## src/rtl/load_store_unit.sv

```systemverilog
// Memory-access stage: executes one RISC-V load/store against a word-wide
// data memory over a req/ack handshake. It stalls the pipeline while the
// access is outstanding and returns extended load data or a fault.
//
//   state | meaning
//   ------+------------------------------------------------------------
//   IDLE  | no access outstanding; waiting for start_i
//   WAIT  | mem_req_o held high until mem_ack_i or the timeout expires
//   RESP  | one-cycle done_o pulse carrying fault_o / rdata_o
module load_store_unit #(
  parameter int DATA_WIDTH     = 32,
  parameter int TIMEOUT_CYCLES = 16
) (
  input  logic                  clk,
  input  logic                  reset,
  input  logic                  start_i,
  input  logic                  mem_read_i,
  input  logic                  mem_write_i,
  input  logic [2:0]            funct3_i,
  input  logic [DATA_WIDTH-1:0] addr_i,
  input  logic [DATA_WIDTH-1:0] wdata_i,
  output logic                  busy_o,
  output logic                  done_o,
  output logic                  fault_o,
  output logic [DATA_WIDTH-1:0] rdata_o,
  output logic                  mem_req_o,
  output logic                  mem_we_o,
  output logic [DATA_WIDTH-1:0] mem_addr_o,
  output logic [3:0]            mem_be_o,
  output logic [DATA_WIDTH-1:0] mem_wdata_o,
  input  logic                  mem_ack_i,
  input  logic [DATA_WIDTH-1:0] mem_rdata_i
);

  // Wide enough to hold TIMEOUT_CYCLES-1, the value loaded at accept.
  localparam int CW = (TIMEOUT_CYCLES > 1) ? $clog2(TIMEOUT_CYCLES) : 1;

  typedef enum logic [1:0] {
    IDLE = 2'd0,
    WAIT = 2'd1,
    RESP = 2'd2
  } state_t;

  state_t          state;
  logic [CW-1:0]   tmo_cnt;
  logic [1:0]      lane_q;
  logic [2:0]      f3_q;

  logic                  op_one;
  logic                  op_both;
  logic                  f3_ok;
  logic                  misalign;
  logic                  acc_fault;
  logic [3:0]            be_nxt;
  logic [DATA_WIDTH-1:0] wdata_nxt;
  logic [7:0]            rd_byte;
  logic [15:0]           rd_half;
  logic [DATA_WIDTH-1:0] load_ext;

  // Decode the presented instruction: legality, alignment, lanes, store data.
  always_comb begin
    op_one   = mem_read_i ^ mem_write_i;
    op_both  = mem_read_i & mem_write_i;
    f3_ok    = 1'b0;
    misalign = 1'b0;
    if (mem_read_i) begin
      case (funct3_i)
        3'b000, 3'b001, 3'b010, 3'b100, 3'b101: f3_ok = 1'b1;
        default:                                f3_ok = 1'b0;
      endcase
    end else begin
      case (funct3_i)
        3'b000, 3'b001, 3'b010: f3_ok = 1'b1;
        default:                f3_ok = 1'b0;
      endcase
    end
    case (funct3_i[1:0])
      2'b01:   misalign = addr_i[0];
      2'b10:   misalign = |addr_i[1:0];
      default: misalign = 1'b0;
    endcase
    acc_fault = op_both | (op_one & (~f3_ok | misalign));

    case (funct3_i[1:0])
      2'b00:   be_nxt = 4'b0001 << addr_i[1:0];
      2'b01:   be_nxt = 4'b0011 << {addr_i[1], 1'b0};
      default: be_nxt = 4'b1111;
    endcase

    wdata_nxt = '0;
    if (mem_write_i) begin
      case (funct3_i[1:0])
        2'b00:   wdata_nxt = {4{wdata_i[7:0]}};
        2'b01:   wdata_nxt = {2{wdata_i[15:0]}};
        default: wdata_nxt = wdata_i;
      endcase
    end
  end

  // Pick the addressed lane out of the returned word and extend it.
  always_comb begin
    case (lane_q)
      2'd0:    rd_byte = mem_rdata_i[7:0];
      2'd1:    rd_byte = mem_rdata_i[15:8];
      2'd2:    rd_byte = mem_rdata_i[23:16];
      default: rd_byte = mem_rdata_i[31:24];
    endcase
    rd_half = lane_q[1] ? mem_rdata_i[31:16] : mem_rdata_i[15:0];
    case (f3_q)
      3'b000:  load_ext = {{24{rd_byte[7]}}, rd_byte};
      3'b001:  load_ext = {{16{rd_half[15]}}, rd_half};
      3'b100:  load_ext = {24'd0, rd_byte};
      3'b101:  load_ext = {16'd0, rd_half};
      default: load_ext = mem_rdata_i;
    endcase
  end

  // Stall while an access is being accepted or is outstanding; low in RESP
  // so the pipeline advances in the done cycle.
  assign busy_o = (state == WAIT) | ((state == IDLE) & start_i & op_one);

  // Access sequencer with registered handshake and response outputs.
  always_ff @(posedge clk or negedge reset) begin
    if (!reset) begin
      state       <= IDLE;
      tmo_cnt     <= '0;
      lane_q      <= 2'd0;
      f3_q        <= 3'd0;
      done_o      <= 1'b0;
      fault_o     <= 1'b0;
      rdata_o     <= '0;
      mem_req_o   <= 1'b0;
      mem_we_o    <= 1'b0;
      mem_addr_o  <= '0;
      mem_be_o    <= 4'd0;
      mem_wdata_o <= '0;
    end else begin
      case (state)
        IDLE: begin
          done_o  <= 1'b0;
          fault_o <= 1'b0;
          if (start_i && (mem_read_i || mem_write_i)) begin
            if (acc_fault) begin
              state   <= RESP;
              done_o  <= 1'b1;
              fault_o <= 1'b1;
              rdata_o <= '0;
            end else begin
              state       <= WAIT;
              tmo_cnt     <= CW'(TIMEOUT_CYCLES - 1);
              lane_q      <= addr_i[1:0];
              f3_q        <= funct3_i;
              mem_req_o   <= 1'b1;
              mem_we_o    <= mem_write_i;
              mem_addr_o  <= {addr_i[DATA_WIDTH-1:2], 2'b00};
              mem_be_o    <= be_nxt;
              mem_wdata_o <= wdata_nxt;
            end
          end
        end
        WAIT: begin
          // An ack in the final counted cycle still wins over the timeout.
          if (mem_ack_i) begin
            state     <= RESP;
            mem_req_o <= 1'b0;
            done_o    <= 1'b1;
            fault_o   <= 1'b0;
            rdata_o   <= mem_we_o ? '0 : load_ext;
          end else if (tmo_cnt == '0) begin
            state     <= RESP;
            mem_req_o <= 1'b0;
            done_o    <= 1'b1;
            fault_o   <= 1'b1;
            rdata_o   <= '0;
          end else begin
            tmo_cnt <= tmo_cnt - CW'(1);
          end
        end
        RESP: begin
          state   <= IDLE;
          done_o  <= 1'b0;
          fault_o <= 1'b0;
        end
        default: begin
          state     <= IDLE;
          done_o    <= 1'b0;
          fault_o   <= 1'b0;
          mem_req_o <= 1'b0;
        end
      endcase
    end
  end

endmodule

```

## config.mk

```make
export PLATFORM = sky130hd
export DESIGN_NAME = load_store_unit
export DESIGN_NICKNAME = d
export VERILOG_FILES = /design/src/rtl/load_store_unit.sv
export SDC_FILE = /design/constraint.sdc
export NUM_CORES = 1
export LEC_CHECK = 0
export CAP_MARGIN = 20
export CORE_ASPECT_RATIO = 1.4
export CORE_MARGIN = 1
export CORE_UTILIZATION = 48
export DETAILED_ROUTE_END_ITERATION = 16
export GPL_TIMING_DRIVEN = 0
export PLACE_DENSITY = 0.95
export SLEW_MARGIN = 25
export SYNTH_ARGS = -nofsm -noshare
export SYNTH_HDL_FRONTEND = slang
export SYNTH_SLANG_ARGS = --single-unit
```

## constraint.sdc

```tcl
create_clock -name clk -period 3.79 [get_ports clk]
set_input_delay 0.758 -clock clk [delete_from_list [all_inputs] [get_ports clk]]
set_output_delay 0.758 -clock clk [all_outputs]
set_load 0.02 [all_outputs]
```

-- After elaboration in Yosys (flattened, before gate mapping)
Index checks and enable logic that the tools add are counted.
- flip-flop bits (word level): 113
- bits in latches: 0
- RAM bits: 0
- ROM bits: 0
- bits of input ports: 105
- output and inout port bits: 105
- logic and storage cells: 100
- memories: 0
- add/subtract/negate cells: 1
- $mul: 0
- div/mod/pow operators: 0
- $lt $le $gt $ge: 0
- equality and inequality tests: 19
- shifts and indexed selects: 2
- muxes and demuxes: 38
- bitwise logic cells: 11
- reductions and logical operators: 17
- operators with widths (operator ; count):
    $mux W32 ; 6
    $pmux W32 S2 ; 2
    $pmux W32 S4 ; 1
    $pmux W8 S3 ; 1
    $mux W16 ; 1
    $mux W4 ; 4
    $pmux W4 S2 ; 2
    $eq A3 B3 Y1 const B ; 4
    $mux W1 ; 12
    $mux W2 ; 4
    $ne A2 B2 Y1 const B ; 4
    $reduce_and A4 Y1 ; 2
    $eq A2 B1 Y1 const B ; 3
    $eq A2 B2 Y1 const B ; 3
    $eq A3 B1 Y1 const B ; 2
    $logic_not A2 Y1 ; 3
    $logic_not A3 Y1 ; 2
    $pmux W1 S2 ; 3
    $reduce_and A5 Y1 ; 1
    $reduce_or A5 Y1 ; 1
    $and A1 B1 Y1 ; 4
    $logic_not A4 Y1 ; 1
    $pmux W2 S2 ; 1
    $shl A1 B2 Y4 const A ; 1
    16 further kinds ; 20

-- Logic depth before layout (Yosys ltp)
- depth after elaboration: 11
- mapped depth: 10
- depth with buffers taken out: 7

-- Worst setup path before layout
No wires, ideal clock.
- kind: input to register
- start: in mem_write_i
- end: reg f3_q[2]
- setup time: 0.125 ns
- arrival: 2.789 ns
- data required time: 3.665 ns
- path slack: 0.876 ns
- stages on the path: 8
- buffers on the path: 3
- cell sequence: clkbuf_1 -> clkinv_1 -> ha_1 -> or4b_1 -> a211o_1 -> buf_6 -> buf_6 -> mux2_4
- longest elaborated chain between the ends: 5
- elaborated cells on any way between the ends: 8
- classes of those cells: 5 x bitwise; 3 x reduce/logical
- ends and longest elaborated chain (element ; RTL line ; RTL):
    start, declared ; 18 ; input logic mem_write_i,
    $xor A1 B1 Y1 ; 62 ; op_one = mem_read_i ^ mem_write_i;
    $and A1 B1 Y1 ; 82 ; acc_fault = op_both | (op_one & (~f3_ok | misalign));
    $or A1 B1 Y1 ; 82 ;
    $not A1 Y1 (no source line) ; - ;
    $reduce_and A3 Y1 (no source line) * ; - ;
    end signal, assigned ; 152 ; f3_q <= funct3_i;
    end, declared ; 47 ; logic [2:0] f3_q;
Every way passes the cells marked *; elsewhere a longest branch is shown, timed or not.
A chain may end at the register's enable or synchronous reset.

-- Worst setup path in the final report
- start: in mem_write_i
- end: out busy_o
- longest elaborated chain between the ends: 3
- ends and longest elaborated chain (element ; RTL line ; RTL):
    $xor A1 B1 Y1 ; 62 ;
    $and A1 B1 Y1 ; 120 ; assign busy_o = (state == WAIT) | ((state == IDLE) & start_i & op_one);
    $or A1 B1 Y1 ; 120 ;
    end, declared ; 22 ; output logic busy_o,
Every way passes these cells.

==> out/results.md <==
| Stage | Metric | Reported |
|---|---|---|
| cells and area | N_diodes | 0 |
| clock tree | Worst skew pair latency | 0.41 ns |
| die | Top-level I/O count | 210 |
| power and ir drop | Static leakage power | 3.85 nW |
| sta | Clock period minus final worst setup slack | 3.58 ns |
| cells and area | Utilization of the core after routing | 0.751 |
| place | Number of I/O port buffers | 207 |
| grt | Pin count of the biggest net entering global routing | 59 |
| detailed routing | Average wire per standard cell | 20.3 um |
| logic synthesis | Top cells by instance count after synthesis | sky130_fd_sc_hd__dfrtp_1, sky130_fd_sc_hd__nor2_1, sky130_fd_sc_hd__mux2_4 |
| die | Effective utilization at floorplan | 0.495 |
| grt | Total routing resource utilization after global routing | 0.300 |
| die | Core Footprint | 0.0113 mm2 |
| power and ir drop | Worst IR Drop VDD | 0.000439 V |
| setup path | Cell type of the slowest stage on the worst timing path | sky130_fd_sc_hd__clkdlybuf4s50_1 |
| logic synthesis | Synthesis Warnings | 0 |
| die | Die Outline Area | 0.0121 mm2 |
| clock tree | Post-CTS setup buffers | 0 |
| setup path | Crit Path Class | in2out |
| setup path | Largest delay share family, worst path | buffers and inverters |
| sta | Unrepaired setup endpoints after global routing | false |
| logic synthesis | Number of synthesized register bits | 113 |
| detailed routing | DRC violation count after routing | 0 |
| clock tree | TritonCTS clock tree | done |
| place | Instance area after placement | 0.00789 mm2 |
| logic synthesis | Most frequent cell after synthesis | sky130_fd_sc_hd__dfrtp_1 |
| logic synthesis | Mapped Cells | 492 |
| detailed routing | Routed wire length | 17800 um |
| grt | Via count of the first global-routing pass | 5229 |
| logic synthesis | Primary flip-flop cell chosen by synthesis mapping | sky130_fd_sc_hd__dfrtp_1 |
| sta | Slew headroom | 0.502 |
| setup path | Number of cells traversed by the worst register-to-register path | 8 |
| cells and area | Relative area change from synthesis to final layout | 51.9% |
| logic synthesis | Leading area contributor after synthesis | sky130_fd_sc_hd__dfrtp_1 |
| clock tree | CTS Buf Count | 17 |
| sta | Tcrit/Tclk final | 0.944 |
| sta | Final-report setup violation count | 0 |
| logic synthesis | Number of enable flip-flop cells after synthesis | 0 |
| cells and area | Cell Count, Final, Fillers Out | 876 |
| setup path | CP Depth | 7 |
| setup path | Critical Path Max Stage Delay | 0.61 ns |
| logic synthesis | Sequential cell area fraction in the yosys report | 0.504 |
| detailed routing | First-pass iteration count of the detailed router | 4 |
| sta | Count of endpoints failing hold in the final timing report | 0 |
| logic synthesis | Number of distinct standard cells referenced by the synthesized netlist | 43 |
| grt | First-pass GRT wire length | 27400 um |
| detailed routing | Via count of the routed design | 4991 |
| setup path | Sequence of cells on the critical path | clkdlybuf4s50_1, buf_2, clkinv_2, ha_4, a21oi_1, nor2_1, clkdlybuf4s50_1 |
| setup path | Total buffers and inverters traversed by the critical path | 4 |
| setup path | Nature of the critical path endpoint | output port |
| cells and area | Post-route standard cell area excluding fillers | 0.00852 mm2 |
| place | RD Place Congestion | 0.932 |
| die | Width of the die | 93.4 um |
| grt | Antenna violations before repair | 0 |
| setup path | Largest fanout on the critical path | 9 |
| detailed routing | ANT nets after route | 0 |
| place | Cell total after placement | 845 |
| grt | Remaining global-route overflow | 0 |
| logic synthesis | Summed instance area of the synthesized netlist | 0.00561 mm2 |
| sta | Post-route worst hold slack | 0.319 ns |
| sta | Slew at the pin with the worst max-slew slack | 0.747 ns |
| clock tree | Max Buffers Root-to-Sink | 2 |
| flow run | Total of max-cap violations | 0 |
| clock tree | Num Clock Sinks | 113 |
| logic synthesis | Largest cells by area after synthesis | sky130_fd_sc_hd__dfrtp_1, sky130_fd_sc_hd__mux2_4, sky130_fd_sc_hd__mux2_2, sky130_fd_sc_hd__o2bb2ai_1, sky130_fd_sc_hd__nor2_1 |
| cells and area | Final Net Count | 831 |
| cells and area | Proportion of layout cells with a drive suffix above 1 | 0.164 |
| detailed routing | Detailed router's first-iteration violation count | 263 |
| run status | Run status | finished clean |
| logic synthesis | Top cell type's share of synthesized area | 0.504 |
| sta | Max Fclk | 280 MHz |
| clock tree | Maximum level of the CTS H-tree | 4 |
| detailed routing | Vias/cell | 5.70 |
| power and ir drop | Power per cell area | 821 mW/mm2 |
| setup path | Data arrival at the endpoint of the critical path | 2.82 ns |
| sta | Final number of max-transition violations | 0 |
| setup path | Critical path startpoint category | primary input |
| clock tree | Clock root buffer master | sky130_fd_sc_hd__clkbuf_16 |
| min path | Worst Hold Class | in2async |
| die | Number of placement rows | 46 |
| logic synthesis | Post-synthesis async set-or-reset flop share | 1.00 |
| sta | Worst-case clock skew | 0.0124 ns |
| setup path | Cell mode on critical path | sky130_fd_sc_hd__clkdlybuf4s50_1 |
| die | Vertical die dimension | 130 um |
| power and ir drop | Final Power | 0.00699 W |
| logic synthesis | Synth Area per Inst | 11.4 um2 |
| clock tree | Clock input transition at the sequential cells of the worst setup and hold paths | 0.06 ns |
| place | Total half-perimeter wirelength after legalization and detailed placement | 12900 um |
| setup path | Data required time of the critical path | 3.03 ns |
metal layers:
layer  GRT usage  up-vias  share of wire
li1            -     2189              -
met1       0.334     2434           0.36
met2       0.533      316           0.52
met3      0.0705       52          0.079
met4       0.149        0          0.039
met5           0        -              0
worst paths after layout:
kind / endpoint / slack (ns) / startpoint
worst min-delay path: mem_addr_o[18]$_DFFE_PN0P_ / 0.32 / reset
worst max register to register: rdata_o[29]$_DFFE_PN0P_ / 1.22 / state[0]$_DFFE_PN0P_
min in group clk: mem_req_o$_DFFE_PN0P_ / 0.48 / mem_req_o$_DFFE_PN0P_
max in group asynchronous: tmo_cnt[2]$_DFFE_PN0P_ / 2.79 / reset
worst min register to register: mem_req_o$_DFFE_PN0P_ / 0.48 / mem_req_o$_DFFE_PN0P_
worst max-delay path: busy_o / 0.21 / mem_write_i
cells by family (layout without fill, tap and decap cells):
family,Yosys count,count (layout),share of synthesized area
other cells,1,2,0.000669
compound gates,104,104,0.128
flops,113,113,0.504
fa+ha+maj,6,6,0.0134
buf+inv,52,291,0.0448
mux,86,86,0.196
simple gates,130,130,0.113
sequential cells by signal, summed over array words and instances, names as in the netlist:
signal       count
state            2
mem_we_o         1
mem_req_o        1
tmo_cnt          4
lane_q           2
done_o           1
mem_be_o         4
mem_addr_o      30
f3_q             3
mem_wdata_o     32
rdata_o         32
fault_o          1
report_power, final:
group	switching, W	internal, W	total [W]
logic	0.00161	0.00166	0.00327
registers	0.000335	0.00173	0.00206
clock network	0.000556	0.00110	0.00166
total	0.00250	0.00449	0.00699
repair_timing:
| item | in CTS | in global routing |
|---|---|---|
| endpoints found under the setup margin | 1 | 1 |
| pin swaps | 0 | 0 |
| hold buffers | 0 | 0 |
| gates resized for setup | 2 | 2 |
through the flow:
step / setup slack (ns) / TNS [ns]
5_1_grt: 0.0750 / 0
4_1_cts: 0.0995 / 0
6_report: 0.214 / 0
3_3_place_gp: -2.19 / -256.05
3_5_place_dp: -0.264 / -12.24
2_1_floorplan: 0.876 / 0
cell type report:
class	instances	area (um2)
Multi-Input combinational cell	328	2540
Inverter	19	72.6
Buffer	33	181
Clock buffer	19	443
Tap cell	144	180
Sequential cell	113	2830
Fill cell	715	2820
Clock inverter	12	165
Timing Repair Buffer	208	2100
layout by cell type, fill, tap and decap left out, types with 17 or more instances in the layout:
| cell | count |
|---|---|
| sky130_fd_sc_hd__nand2_1 | 25 |
| sky130_fd_sc_hd__clkbuf_1 | 19 |
| sky130_fd_sc_hd__nor2_1 | 53 |
| sky130_fd_sc_hd__mux2i_1 | 19 |
| sky130_fd_sc_hd__o2bb2ai_1 | 23 |
| sky130_fd_sc_hd__a21oi_1 | 19 |
| sky130_fd_sc_hd__mux2_2 | 28 |
| sky130_fd_sc_hd__clkbuf_16 | 17 |
| sky130_fd_sc_hd__mux2_4 | 38 |
| sky130_fd_sc_hd__o21ai_0 | 31 |
| sky130_fd_sc_hd__clkdlybuf4s50_1 | 206 |
| sky130_fd_sc_hd__dfrtp_1 | 113 |
| sky130_fd_sc_hd__nor2b_1 | 18 |
| sky130_fd_sc_hd__inv_1 | 18 |
worst register-to-register path, cell delays in order, from the launching register on:
cell                        delay (ns)
sky130_fd_sc_hd__dfrtp_1          0.35
sky130_fd_sc_hd__clkbuf_2         0.16
sky130_fd_sc_hd__nor4bb_1         0.15
sky130_fd_sc_hd__clkbuf_1         0.24
sky130_fd_sc_hd__nand2b_1         0.15
sky130_fd_sc_hd__a21oi_1          0.05
sky130_fd_sc_hd__a22oi_1          0.60
sky130_fd_sc_hd__clkbuf_1         0.51
sky130_fd_sc_hd__o2bb2ai_1        0.21
Note: power is estimated with default switching activity, not from simulation.
